### config.mk
export PLATFORM = sky130hd
export DESIGN_NAME = seg_pipe_ctrl_flat
export DESIGN_NICKNAME = d
export VERILOG_FILES = /design/src/rtl/seg_pipe_ctrl_if.sv /design/src/rtl/seg_pipe_ctrl.sv /design/src/flat_wrapper.sv
export SDC_FILE = /design/constraint.sdc
export NUM_CORES = 1
export LEC_CHECK = 0
export ABC_AREA = 0
export BUFFER_PORTS_ARGS = -buffer_cell sky130_fd_sc_hd__buf_4
export CAP_MARGIN = 20
export CORE_MARGIN = 2
export CORE_UTILIZATION = 53
export DETAILED_ROUTE_END_ITERATION = 10
export PLACE_DENSITY = 0.85
export SLEW_MARGIN = 20
export SYNTH_ARGS = -nofsm -noshare
export SYNTH_HDL_FRONTEND = slang
export SYNTH_SLANG_ARGS = --single-unit
### constraint.sdc
create_clock -name clk -period 3.52 [get_ports clk]
set_input_delay 0.88 -clock clk [delete_from_list [all_inputs] [get_ports clk]]
set_output_delay 0.88 -clock clk [all_outputs]
set_load 0.005 [all_outputs]
### src/rtl/seg_pipe_ctrl_if.sv
// Hazard-unit bundle between the pipeline datapath and seg_pipe_ctrl.
// The master modport is the datapath side; the slave modport is the controller.
interface seg_pipe_ctrl_if #(
  parameter int CNT_W = 16
);
  logic [4:0]       Rs1D, Rs2D;
  logic [4:0]       Rs1E, Rs2E, RdE;
  logic [4:0]       RdM, RdW;
  logic [1:0]       RegReadE;
  logic [2:0]       RegWriteM, RegWriteW;
  logic             MemToRegE;
  logic             JalD;
  logic             MispredE;
  logic             DCacheMiss;
  logic             StallF, StallD, StallE, StallM, StallW;
  logic             FlushD, FlushE, FlushM, FlushW;
  logic [1:0]       Forward1E, Forward2E;
  logic [CNT_W-1:0] MispredCnt, StallCnt;
  logic             Timeout;

  modport master (
    output Rs1D, Rs2D, Rs1E, Rs2E, RdE, RdM, RdW, RegReadE, RegWriteM, RegWriteW,
           MemToRegE, JalD, MispredE, DCacheMiss,
    input  StallF, StallD, StallE, StallM, StallW, FlushD, FlushE, FlushM, FlushW,
           Forward1E, Forward2E, MispredCnt, StallCnt, Timeout
  );

  modport slave (
    input  Rs1D, Rs2D, Rs1E, Rs2E, RdE, RdM, RdW, RegReadE, RegWriteM, RegWriteW,
           MemToRegE, JalD, MispredE, DCacheMiss,
    output StallF, StallD, StallE, StallM, StallW, FlushD, FlushE, FlushM, FlushW,
           Forward1E, Forward2E, MispredCnt, StallCnt, Timeout
  );
endinterface

### src/rtl/seg_pipe_ctrl.sv
// Five-stage pipeline hazard controller: stall/flush priority, operand forwarding,
// D-cache miss wait FSM with watchdog, and saturating statistics counters.
module seg_pipe_ctrl #(
  parameter int CNT_W    = 16,
  parameter int MAX_WAIT = 64
) (
  input  logic           clk,
  input  logic           rst,
  seg_pipe_ctrl_if.slave bus
);
  localparam int WW = $clog2(MAX_WAIT + 1);

  typedef enum logic {RUN, WAIT} state_t;

  state_t           r_state, w_state_next;
  logic [WW-1:0]    r_wait_cnt, w_wait_next;
  logic [CNT_W-1:0] r_mispred_cnt, r_stall_cnt;
  logic             r_timeout;

  logic w_stall_f, w_stall_d, w_stall_e, w_stall_m, w_stall_w;
  logic w_flush_d, w_flush_e, w_flush_m, w_flush_w;
  logic w_mispred_flush;
  logic w_load_use;

  // MEM result wins over WB when both stages target the same source register.
  function automatic logic [1:0] fwd_sel(input logic used, input logic [4:0] rs,
                                         input logic [2:0] wr_m, input logic [4:0] rd_m,
                                         input logic [2:0] wr_w, input logic [4:0] rd_w);
    if (used && (wr_m != 3'd0) && (rd_m != 5'd0) && (rd_m == rs))
      return 2'b10;
    else if (used && (wr_w != 3'd0) && (rd_w != 5'd0) && (rd_w == rs))
      return 2'b01;
    else
      return 2'b00;
  endfunction

  assign w_load_use = bus.MemToRegE && (bus.RdE != 5'd0) &&
                      ((bus.RdE == bus.Rs1D) || (bus.RdE == bus.Rs2D));

  always_comb begin
    w_state_next    = r_state;
    w_stall_f       = 1'b0;
    w_stall_d       = 1'b0;
    w_stall_e       = 1'b0;
    w_stall_m       = 1'b0;
    w_stall_w       = 1'b0;
    w_flush_d       = 1'b0;
    w_flush_e       = 1'b0;
    w_flush_m       = 1'b0;
    w_flush_w       = 1'b0;
    w_mispred_flush = 1'b0;

    case (r_state)
      RUN:     if (bus.DCacheMiss)  w_state_next = WAIT;
      WAIT:    if (!bus.DCacheMiss) w_state_next = RUN;
      default: w_state_next = RUN;
    endcase

    // The exit cycle of WAIT has DCacheMiss=0, so a held mispredict flushes then.
    if (bus.DCacheMiss) begin
      w_stall_f = 1'b1;
      w_stall_d = 1'b1;
      w_stall_e = 1'b1;
      w_stall_m = 1'b1;
      w_stall_w = 1'b1;
    end else if (bus.MispredE) begin
      w_flush_d       = 1'b1;
      w_flush_e       = 1'b1;
      w_mispred_flush = 1'b1;
    end else if (w_load_use) begin
      w_stall_f = 1'b1;
      w_stall_d = 1'b1;
      w_flush_e = 1'b1;
    end else if (bus.JalD) begin
      w_flush_d = 1'b1;
    end
  end

  always_comb begin
    w_wait_next = r_wait_cnt;
    if (w_state_next == RUN)
      w_wait_next = '0;
    else if ((r_state == WAIT) && (r_wait_cnt != WW'(MAX_WAIT)))
      w_wait_next = r_wait_cnt + WW'(1);
  end

  always_ff @(posedge clk or posedge rst) begin
    if (rst) begin
      r_state       <= RUN;
      r_wait_cnt    <= '0;
      r_mispred_cnt <= '0;
      r_stall_cnt   <= '0;
      r_timeout     <= 1'b0;
    end else begin
      r_state    <= w_state_next;
      r_wait_cnt <= w_wait_next;
      if (w_wait_next == WW'(MAX_WAIT))
        r_timeout <= 1'b1;
      if (w_mispred_flush && (r_mispred_cnt != '1))
        r_mispred_cnt <= r_mispred_cnt + CNT_W'(1);
      if (w_stall_f && (r_stall_cnt != '1))
        r_stall_cnt <= r_stall_cnt + CNT_W'(1);
    end
  end

  assign bus.StallF     = w_stall_f;
  assign bus.StallD     = w_stall_d;
  assign bus.StallE     = w_stall_e;
  assign bus.StallM     = w_stall_m;
  assign bus.StallW     = w_stall_w;
  assign bus.FlushD     = w_flush_d;
  assign bus.FlushE     = w_flush_e;
  assign bus.FlushM     = w_flush_m;
  assign bus.FlushW     = w_flush_w;
  assign bus.Forward1E  = fwd_sel(bus.RegReadE[1], bus.Rs1E, bus.RegWriteM, bus.RdM,
                                  bus.RegWriteW, bus.RdW);
  assign bus.Forward2E  = fwd_sel(bus.RegReadE[0], bus.Rs2E, bus.RegWriteM, bus.RdM,
                                  bus.RegWriteW, bus.RdW);
  assign bus.MispredCnt = r_mispred_cnt;
  assign bus.StallCnt   = r_stall_cnt;
  assign bus.Timeout    = r_timeout;
endmodule

### src/flat_wrapper.sv
// flat-port wrapper written by rule: the top's interface ports become plain ports
module seg_pipe_ctrl_flat 
#(
  parameter int CNT_W    = 16,
  parameter int MAX_WAIT = 64
)
  (clk, rst, bus_Rs1D, bus_Rs2D, bus_Rs1E, bus_Rs2E, bus_RdE, bus_RdM, bus_RdW, bus_RegReadE, bus_RegWriteM, bus_RegWriteW, bus_MemToRegE, bus_JalD, bus_MispredE, bus_DCacheMiss, bus_StallF, bus_StallD, bus_StallE, bus_StallM, bus_StallW, bus_FlushD, bus_FlushE, bus_FlushM, bus_FlushW, bus_Forward1E, bus_Forward2E, bus_MispredCnt, bus_StallCnt, bus_Timeout);
  seg_pipe_ctrl_if #(.CNT_W(CNT_W)) bus_i ();
  input  logic clk;
  input  logic rst;
  input wire logic [$bits(bus_i.Rs1D)-1:0] bus_Rs1D;
  input wire logic [$bits(bus_i.Rs2D)-1:0] bus_Rs2D;
  input wire logic [$bits(bus_i.Rs1E)-1:0] bus_Rs1E;
  input wire logic [$bits(bus_i.Rs2E)-1:0] bus_Rs2E;
  input wire logic [$bits(bus_i.RdE)-1:0] bus_RdE;
  input wire logic [$bits(bus_i.RdM)-1:0] bus_RdM;
  input wire logic [$bits(bus_i.RdW)-1:0] bus_RdW;
  input wire logic [$bits(bus_i.RegReadE)-1:0] bus_RegReadE;
  input wire logic [$bits(bus_i.RegWriteM)-1:0] bus_RegWriteM;
  input wire logic [$bits(bus_i.RegWriteW)-1:0] bus_RegWriteW;
  input wire logic [$bits(bus_i.MemToRegE)-1:0] bus_MemToRegE;
  input wire logic [$bits(bus_i.JalD)-1:0] bus_JalD;
  input wire logic [$bits(bus_i.MispredE)-1:0] bus_MispredE;
  input wire logic [$bits(bus_i.DCacheMiss)-1:0] bus_DCacheMiss;
  output wire logic [$bits(bus_i.StallF)-1:0] bus_StallF;
  output wire logic [$bits(bus_i.StallD)-1:0] bus_StallD;
  output wire logic [$bits(bus_i.StallE)-1:0] bus_StallE;
  output wire logic [$bits(bus_i.StallM)-1:0] bus_StallM;
  output wire logic [$bits(bus_i.StallW)-1:0] bus_StallW;
  output wire logic [$bits(bus_i.FlushD)-1:0] bus_FlushD;
  output wire logic [$bits(bus_i.FlushE)-1:0] bus_FlushE;
  output wire logic [$bits(bus_i.FlushM)-1:0] bus_FlushM;
  output wire logic [$bits(bus_i.FlushW)-1:0] bus_FlushW;
  output wire logic [$bits(bus_i.Forward1E)-1:0] bus_Forward1E;
  output wire logic [$bits(bus_i.Forward2E)-1:0] bus_Forward2E;
  output wire logic [$bits(bus_i.MispredCnt)-1:0] bus_MispredCnt;
  output wire logic [$bits(bus_i.StallCnt)-1:0] bus_StallCnt;
  output wire logic [$bits(bus_i.Timeout)-1:0] bus_Timeout;
  assign bus_i.Rs1D = bus_Rs1D;
  assign bus_i.Rs2D = bus_Rs2D;
  assign bus_i.Rs1E = bus_Rs1E;
  assign bus_i.Rs2E = bus_Rs2E;
  assign bus_i.RdE = bus_RdE;
  assign bus_i.RdM = bus_RdM;
  assign bus_i.RdW = bus_RdW;
  assign bus_i.RegReadE = bus_RegReadE;
  assign bus_i.RegWriteM = bus_RegWriteM;
  assign bus_i.RegWriteW = bus_RegWriteW;
  assign bus_i.MemToRegE = bus_MemToRegE;
  assign bus_i.JalD = bus_JalD;
  assign bus_i.MispredE = bus_MispredE;
  assign bus_i.DCacheMiss = bus_DCacheMiss;
  assign bus_StallF = bus_i.StallF;
  assign bus_StallD = bus_i.StallD;
  assign bus_StallE = bus_i.StallE;
  assign bus_StallM = bus_i.StallM;
  assign bus_StallW = bus_i.StallW;
  assign bus_FlushD = bus_i.FlushD;
  assign bus_FlushE = bus_i.FlushE;
  assign bus_FlushM = bus_i.FlushM;
  assign bus_FlushW = bus_i.FlushW;
  assign bus_Forward1E = bus_i.Forward1E;
  assign bus_Forward2E = bus_i.Forward2E;
  assign bus_MispredCnt = bus_i.MispredCnt;
  assign bus_StallCnt = bus_i.StallCnt;
  assign bus_Timeout = bus_i.Timeout;
  seg_pipe_ctrl #(.CNT_W(CNT_W), .MAX_WAIT(MAX_WAIT)) u_core (.clk(clk), .rst(rst), .bus(bus_i));
endmodule
==> flow_metrics.env, run 1 <==
export IMPL_p_clk_share_pct=25.8
export IMPL_start_util_pct=54.2
export IMPL_crit_fanout=3
export IMPL_power_density_nw_per_um2=420
export IMPL_hold_viol=0
export IMPL_p_switching_mw=0.412
export IMPL_ys_seq_area_share_pct=40.9
export IMPL_yosysUniqueCellTypes=46
export IMPL_power_leakage_nw=1.52
export IMPL_tritoncts="yes"
export IMPL_setup_ws_ns=0.462
export IMPL_grt_pass1_vias=2131
export IMPL_placed_cells=401
export IMPL_final_area_um2=3320
export IMPL_netlist_area_leader_share_pct=40.9
export IMPL_post_cts_buffers=0
export IMPL_synth_top_family_by_area="simple AND/OR/NAND/NOR gates"
export IMPL_routed_wl_mm=5.85
export IMPL_grt_max_degree=42
export IMPL_cts_inserted_buffers=5
export IMPL_path_clk_slew_ns=0.08
export IMPL_num_fill_cells=364
export IMPL_synth_seq_cells=41
export IMPL_fmax_mhz=327
export IMPL_min_period_over_period_pct=86.9
export IMPL_diodes=0
export IMPL_postPlaceCellArea_um2=3220
export IMPL_die_area_um2=5300
export IMPL_layout_min_cycle_time_ns=3.06
export IMPL_cts_buffer_depth=2
export IMPL_grt_util_all_layers_pct=22.8
export IMPL_die_height_um=72.8
export IMPL_synthAdderAreaFrac_pct=1.99
export IMPL_finalSetupViolations=0
export IMPL_slew_violations=0
export IMPL_cp_required_ns=2.64
export IMPL_ctsHoldBuffers=0
export IMPL_ant_nets=0
export IMPL_post_place_ws_ns=0.464
export IMPL_grt_pass1_wl_mm=9.49
export IMPL_insertion_delay_ns=0.28
export IMPL_antenna_found_initial=0
export IMPL_p_seq_share_pct=46.8
export IMPL_finalSetupTns_ns=0
export IMPL_worst_pin_slew_ns=0.519
export IMPL_synth_simple_gate_area_share_pct=24.1
export IMPL_syn2layout_area_growth_pct=32.4
export IMPL_muxShareOfSynthArea_pct=1.35
export IMPL_root_buffer="clkbuf_8"
export IMPL_syn_area_per_cell_um2=9.62
export IMPL_fin_nets=407
export IMPL_die_w_um=72.8
export IMPL_ir_drop_mv=0.452
export IMPL_vias=2202
export IMPL_whs_ns=0.466
export IMPL_crit_path_start_kind="input pin"
export IMPL_cp_arrival_ns=2.18
export IMPL_grt_overflow=0
export IMPL_synth_ff_type="dfrtp_1"
export IMPL_synth_area_um2=2510
export IMPL_htreeDepth=2
export IMPL_yosysTopAreaCell="dfrtp_1"
export IMPL_relSlewSlack_pct=65.4
export IMPL_fin_worst_skew_ns=0.00643
export IMPL_combPwrFrac_pct=27.5
export IMPL_syn_inst=261
export IMPL_placementRows=25
export IMPL_synth_xor_area_share_pct=21.6
export IMPL_fin_total_pwr_mw=1.40
export IMPL_post_route_drc_count=0
export IMPL_detail_route_wl_per_cell_um=14.3
export IMPL_status="finished clean"
export IMPL_hp_class="flip-flop to flip-flop"
export IMPL_final_layout_size_suffix_gt1_share_pct=31.1
export IMPL_synth_compound_area_share_pct=6.48
export IMPL_drt_iter0_drc=123
export IMPL_p_int_mw=0.984
export IMPL_yosys_top_cells_area="dfrtp_1, xnor2_1, xor2_1"
export IMPL_io_buffers=92
export IMPL_end_kind="output pin"
export IMPL_rsz0062_at_grt="false"
export IMPL_place_gp_congestion=0.885
export IMPL_maxCapViolCount=0
export IMPL_coreArea_um2=4630
export IMPL_synth_warning_count=0
export IMPL_synth_edf_count=0
export IMPL_hpwl_mm=4.48
export IMPL_firstDrtPassIters=4
export IMPL_synthArstFlopShare_pct=100
export IMPL_post_route_util_pct=71.8
export IMPL_viasPerCell=5.40
export IMPL_crit_type="input pin to output pin"
export IMPL_pin_count=95
export IMPL_swShare_pct=29.5
export IMPL_cts_resized_gates=0
export IMPL_cts_sinks=41
export IMPL_stdcell_count=408
cells in the mapped netlist, types with 2 or more instances:
cell	instances
xnor2_1	48
dfrtp_1	41
nand2_1	27
nand3_1	20
xor2_1	14
nor2_1	13
nand4_1	10
inv_1	7
nor3_1	7
a21oi_1	6
and2_1	6
buf_4	6
o21ai_0	5
and3_1	4
ha_1	4
a21boi_0	2
and4_1	2
mux2_2	2
nand3_2	2
nand3b_1	2
nor2b_1	2
nor3b_1	2
nor4_1	2
o21a_1	2
o32ai_1	2
or2b_1	2
or4_1	2
cell usage in the layout, fill, tap and decap left out, types with 4 or more instances in the layout:
cell	count
nand3_1	20
o21ai_0	5
a21oi_1	6
clkbuf_8	5
xor2_1	14
nand2_1	27
nand4_1	10
nor3_1	7
ha_1	4
inv_1	7
xnor2_1	48
buf_4	93
dfrtp_1	41
and3_1	4
nor2_1	13
and2_1	6
cell families (layout without fill, tap and decap cells):
family,after synthesis,count (layout)
and+or+nand+nor,111,111
xor gates and xnor gates,62,62
DFF,41,41
AOI/OAI and AO/OA,24,24
buffers and inverters,15,107
adders and majority gates,4,4
muxes,3,3
other,1,2
final timing paths:
path | from | to | slack, ns | depth (start not counted)
min | u_core.bus.Timeout | u_core.bus.Timeout | 0.47 | 2
min reg2reg | u_core.bus.Timeout | u_core.bus.Timeout | 0.47 | 2
max reg2reg | u_core.bus.StallCnt[0] | u_core.bus.StallCnt[3] | 1.52 | 7
max in group asynchronous | rst | u_core.bus.StallCnt[0] | 2.42 | 3
max | bus_RdM[0] | bus_Forward1E[0] | 0.46 | 6
min in group asynchronous | rst | u_core.bus.MispredCnt[11] | 0.74 | 3
metal layers:
layer  global-route usage, %  share of wire, %  vias up  wire length, um
met5                       0                 0        -                0
met2                    41.7                53       46             3130
met4                    5.14              0.89        0               52
met1                    27.1                41     1067             2420
li1                        -                 -     1081                -
met3                    4.97               4.3        8              250
layout make-up:
| cell class | count | area, um^2 | area share [%] |
|---|---|---|---|
| Multi-Input combinational cell | 206 | 1400 | 42.2 |
| Sequential cell | 41 | 1030 | 30.9 |
| Timing Repair Buffer | 93 | 698 | 21.0 |
| Clock buffer | 5 | 68.8 | 2.07 |
| Tap cell | 54 | 67.6 | 2.03 |
| Clock inverter | 2 | 35.0 | 1.05 |
| Inverter | 7 | 26.3 | 0.790 |
state kept, by name (all words and copies together) (netlist names):
| register | cells |
|---|---|
| u_core.bus.StallCnt | 16 |
| u_core.r_state | 1 |
| u_core.bus.Timeout | 1 |
| u_core.r_wait_cnt | 7 |
| u_core.bus.MispredCnt | 16 |
worst max-delay path, cell delays in order:
cell     delay [ns]
buf_4          0.12
or4_1          0.52
o32ai_1        0.18
nor3_1         0.12
nor3_1         0.21
buf_4          0.14
power by group through the flow:
| stage | Sequential (mW) | Combinational (mW) | Clock, mW |
|---|---|---|---|
| finish | 0.653 | 0.383 | 0.360 |
| CTS | 0.652 | 0.388 | 0.367 |
| detailed placement | 0.659 | 0.385 | 0 |
| floorplan | 0.645 | 0.183 | 0 |
| global route | 0.666 | 0.426 | 0.389 |
| global placement | 0.657 | 0.370 | 0 |
(Power assumes the default switching activity.)
==> run 2, diff against run 1 <==
Settings changed: CORE_MARGIN 2 to 5.
==> run 2 against run 1 <==
- count of clock-buffer cells in the layout is 2 higher
- combinational power hardly changed
- wire length up 1.4%
- total power increased by 2.1%
- register-to-register slack is essentially flat
- largest power group unchanged
==> flow_metrics.env, run 2 (same netlist as run 1, synthesis figures left out) <==
export IMPL_root_buffer="clkbuf_8"
export IMPL_finalSetupTns_ns=0
export IMPL_fmax_mhz=330
export IMPL_status="finished clean"
export IMPL_end_kind="output pin"
export IMPL_cts_sinks=41
export IMPL_detail_route_wl_per_cell_um=14.5
export IMPL_post_route_drc_count=0
export IMPL_fin_worst_skew_ns=0.00368
export IMPL_hpwl_mm=4.70
export IMPL_grt_util_all_layers_pct=19.8
export IMPL_crit_fanout=3
export IMPL_insertion_delay_ns=0.29
export IMPL_layout_min_cycle_time_ns=3.03
export IMPL_grt_pass1_wl_mm=10.0
export IMPL_post_cts_buffers=0
export IMPL_cts_resized_gates=0
export IMPL_grt_overflow=0
export IMPL_final_area_um2=3340
export IMPL_maxCapViolCount=0
export IMPL_die_area_um2=6210
export IMPL_hp_class="flip-flop to flip-flop"
export IMPL_crit_path_start_kind="input pin"
export IMPL_cts_buffer_depth=2
export IMPL_rsz0062_at_grt="false"
export IMPL_use_met3_pct=4.42
export IMPL_final_layout_size_suffix_gt1_share_pct=31.0
export IMPL_post_route_util_pct=71.6
export IMPL_placed_cells=401
export IMPL_place_gp_congestion=0.834
export IMPL_start_util_pct=53.9
export IMPL_ctsHoldBuffers=0
export IMPL_postPlaceCellArea_um2=3220
export IMPL_grtUsageMet1_pct=24.4
export IMPL_pin_count=95
export IMPL_stdcell_count=409
export IMPL_die_w_um=78.8
export IMPL_post_place_ws_ns=0.499
export IMPL_setup_ws_ns=0.494
export IMPL_grt_max_degree=42
export IMPL_diodes=0
export IMPL_vias=2185
export IMPL_htreeDepth=2
export IMPL_cp_required_ns=2.64
export IMPL_finalSetupViolations=0
export IMPL_hold_viol=0
export IMPL_final_common_cell="buf_4"
export IMPL_layout_common_cells="buf_4, xnor2_1, dfrtp_1"
export IMPL_firstDrtPassIters=4
export IMPL_drt_iter0_drc=84
export IMPL_relSlewSlack_pct=66.0
export IMPL_grt_pass1_vias=2245
export IMPL_syn2layout_area_growth_pct=32.9
export IMPL_placementRows=25
export IMPL_met2_usage_pct=35.5
export IMPL_fin_nets=407
export IMPL_power_density_nw_per_um2=427
export IMPL_tritoncts="yes"
export IMPL_routed_wl_mm=5.93
export IMPL_coreArea_um2=4660
export IMPL_cts_inserted_buffers=5
export IMPL_path_clk_slew_ns=0.07
export IMPL_slew_violations=0
export IMPL_die_height_um=78.8
export IMPL_num_fill_cells=364
export IMPL_cp_arrival_ns=2.15
export IMPL_io_buffers=92
export IMPL_ant_nets=0
export IMPL_ir_drop_mv=0.393
export IMPL_viasPerCell=5.34
export IMPL_worst_pin_slew_ns=0.510
export IMPL_top_usage_layer="met2"
export IMPL_min_period_over_period_pct=86.0
export IMPL_antenna_found_initial=0
export IMPL_power_leakage_nw=1.52
export IMPL_crit_type="input pin to output pin"
run 2: path summary, 6_finish.rpt:
kind / from / to / slack [ns] / cells past startpoint
worst max-delay path: bus_RdM[0] / bus_Forward2E[0] / 0.49 / 6
worst min-delay path: u_core.bus.Timeout / u_core.bus.Timeout / 0.48 / 2
worst max register to register: u_core.bus.StallCnt[0] / u_core.bus.StallCnt[7] / 1.52 / 7
worst min register to register: u_core.bus.Timeout / u_core.bus.Timeout / 0.48 / 2
max in group asynchronous: rst / u_core.bus.MispredCnt[14] / 2.45 / 3
min in group asynchronous: rst / u_core.bus.StallCnt[1] / 0.72 / 3
run 2: metal layers:
| metal | share of wire, % | vias to the layer above |
|---|---|---|
| li1 | - | 1076 |
| met1 | 42 | 1035 |
| met2 | 52 | 66 |
| met3 | 4.7 | 8 |
| met4 | 1.2 | 0 |
| met5 | 0 | - |
run 2: power breakdown:
group / switching (mW) / internal [mW] / leakage, nW / total (mW)
Combinational: 0.150 / 0.232 / 0.924 / 0.382
Clock: 0.157 / 0.231 / 0.0585 / 0.389
Sequential: 0.110 / 0.545 / 0.542 / 0.655
Total: 0.417 / 1.01 / 1.52 / 1.43
run 2: final cells by class:
type	instances	area, um^2	area share (%)
clock inverters	1	30.0	0.900
well taps	54	67.6	2.02
inverters	7	26.3	0.787
multi-input cells	206	1400	42.0
repair buffers	93	698	20.9
flip-flops and latches	41	1030	30.7
clock buffers	7	86.3	2.59
run 2: critical path, stage by stage:
cell	delay, ns
buf_4	0.13
or4_1	0.52
o32ai_1	0.16
nor3_1	0.12
nor3_1	0.20
buf_4	0.14
run 2: stage by stage:
step           total power [mW]  hold WS (ns)
6_report                   1.43         0.482
5_1_grt                    1.52         0.515
4_1_cts                    1.44         0.487
3_5_place_dp               1.05         0.462
3_3_place_gp               1.03         0.450
2_1_floorplan             0.828         0.454
==> run 3, diff against run 2 <==
==> constraint.sdc (replaced) <==
create_clock -name clk -period 3.52 [get_ports clk]
set_input_delay 0.88 -clock clk [delete_from_list [all_inputs] [get_ports clk]]
set_output_delay 0.88 -clock clk [all_outputs]
set_load 0.05 [all_outputs]
==> run 3 against run 2 <==
- final cell count did not move
- hold slack got worse by 0.017 ns
- sequential share of layout area fell by 0.33 points
- cell area rose by 1.1%
- non-clock buffer count did not move
- sequential power barely moved
- flip-flop and latch count did not move
- largest power group is now combinational logic
==> flow_metrics.env, run 3 (same netlist as run 1, synthesis figures left out) <==
export IMPL_status="finished clean"
export IMPL_die_height_um=78.8
export IMPL_cts_buffer_depth=2
export IMPL_hpwl_mm=4.81
export IMPL_post_route_drc_count=0
export IMPL_ff_latch_area_um2=1030
export IMPL_finalSetupViolations=0
export IMPL_path_clk_slew_ns=0.09
export IMPL_crit_fanout=3
export IMPL_die_area_um2=6210
export IMPL_power_density_nw_per_um2=528
export IMPL_tritoncts="yes"
export IMPL_relSlewSlack_pct=66.2
export IMPL_crit_buf_inv=2
export IMPL_detail_route_wl_per_cell_um=14.9
export IMPL_cts_sinks=41
export IMPL_die_w_um=78.8
export IMPL_slew_violations=0
export IMPL_grt_util_all_layers_pct=20.4
export IMPL_crit_path_start_kind="input pin"
export IMPL_fin_worst_skew_ns=0.00481
export IMPL_cts_inserted_buffers=5
export IMPL_final_layout_size_suffix_gt1_share_pct=32.1
export IMPL_maxCapViolCount=0
export IMPL_placementRows=25
export IMPL_cpLargestDelayFamily="simple AND/OR/NAND/NOR gates"
export IMPL_syn2layout_area_growth_pct=34.3
export IMPL_fin_total_pwr_mw=1.78
export IMPL_fin_nets=407
export IMPL_root_buffer="clkbuf_8"
export IMPL_cp_cell_sequence="buf_4 -> or4_1 -> o32ai_1 -> nor3_2 -> nor3_1 -> buf_4"
export IMPL_worst_pin_slew_ns=0.507
export IMPL_vias=2167
export IMPL_cp_slowest_cell="or4_1"
export IMPL_slowest_delay_ns=0.54
export IMPL_critPathMostFrequentCell="buf_4"
export IMPL_crit_type="input pin to output pin"
export IMPL_htreeDepth=2
export IMPL_insertion_delay_ns=0.30
export IMPL_layout_min_cycle_time_ns=3.17
export IMPL_min_period_over_period_pct=90.2
export IMPL_routed_wl_mm=6.10
export IMPL_power_leakage_nw=1.54
export IMPL_grt_pass1_wl_mm=10.2
export IMPL_post_route_util_pct=72.4
export IMPL_fmax_mhz=315
export IMPL_num_fill_cells=371
export IMPL_drt_iter0_drc=80
export IMPL_post_cts_buffers=0
export IMPL_place_gp_congestion=0.874
export IMPL_firstDrtPassIters=4
export IMPL_grt_overflow=0
export IMPL_io_buffers=92
export IMPL_cp_required_ns=2.64
export IMPL_rsz0062_at_grt="false"
export IMPL_end_kind="output pin"
export IMPL_coreArea_um2=4660
export IMPL_pin_count=95
export IMPL_grt_max_degree=42
export IMPL_multi_input_area_um2=1420
export IMPL_viasPerCell=5.30
export IMPL_hold_viol=0
export IMPL_grt_pass1_vias=2214
export IMPL_ctsHoldBuffers=0
export IMPL_diodes=0
export IMPL_layout_common_cells="buf_4, xnor2_1, dfrtp_1"
export IMPL_final_common_cell="buf_4"
export IMPL_cp_arrival_ns=2.29
export IMPL_cts_resized_gates=0
export IMPL_ant_nets=0
export IMPL_antenna_found_initial=0
export IMPL_hp_class="flip-flop to flip-flop"
export IMPL_start_util_pct=53.9
export IMPL_ir_drop_mv=0.590
run 3: cell count changes in the layout (fill, tap and decap cells not counted), sizes merged:
cell | previous run | this run
clkbuf | 7 | 5
bufinv | 1 | 2
inv | 7 | 8
run 3: stage by stage:
stage | instance area, um^2 | setup WS, ns | hold slack, ns | TNS [ns] | instances
after floorplan | 2530 | -0.284 | 0.566 | -0.284 | 262
after global placement | 3240 | 0.409 | 0.455 | 0 | 401
after detailed placement | 3240 | 0.335 | 0.449 | 0 | 401
after CTS | 3370 | 0.335 | 0.469 | 0 | 409
after global routing | 3370 | 0.232 | 0.488 | 0 | 409
final | 3370 | 0.345 | 0.466 | 0 | 409
run 3: routing by layer:
metal	global-route usage [%]	vias up	share of wire (%)
met5	0	-	0
met4	6.01	0	1.6
met3	4.99	12	5.7
met2	35.8	63	51
met1	24.7	1013	41
li1	-	1079	-
run 3: area by class of cell:
type,count,area share [%]
clock buffer,5,2.04
clock inverter,3,2.04
inverter,7,0.779
multi-input combinational,206,42.0
sequential,41,30.4
tap,54,2.00
timing repair buffer,93,20.7
run 3: worst reg2reg max path: cells and delay by family (launching register included):
kind                       cells  cell delay (ns)
and+or+nand+nor                3             0.64
DFF                            1             0.43
AOI/OAI and AO/OA              2             0.40
adders and majority gates      1             0.27
xor gates and xnor gates       1             0.13
run 3: final timing paths:
path / from / to / slack (ns) / cells past startpoint
min in group asynchronous: rst / u_core.bus.StallCnt[7] / 0.70 / 3
hold / removal: u_core.bus.Timeout / u_core.bus.Timeout / 0.47 / 2
setup reg to reg: u_core.bus.StallCnt[0] / u_core.bus.StallCnt[7] / 1.55 / 7
setup / recovery: bus_RdM[0] / bus_Forward2E[0] / 0.35 / 6
max in group asynchronous: rst / u_core.bus.StallCnt[9] / 2.48 / 3
hold reg to reg: u_core.bus.Timeout / u_core.bus.Timeout / 0.47 / 2
run 3: power breakdown:
group | total, mW | leakage, nW | internal, mW | switching [mW]
registers | 0.653 | 0.542 | 0.545 | 0.108
logic | 0.661 | 0.925 | 0.240 | 0.420
clock network | 0.467 | 0.0687 | 0.286 | 0.181
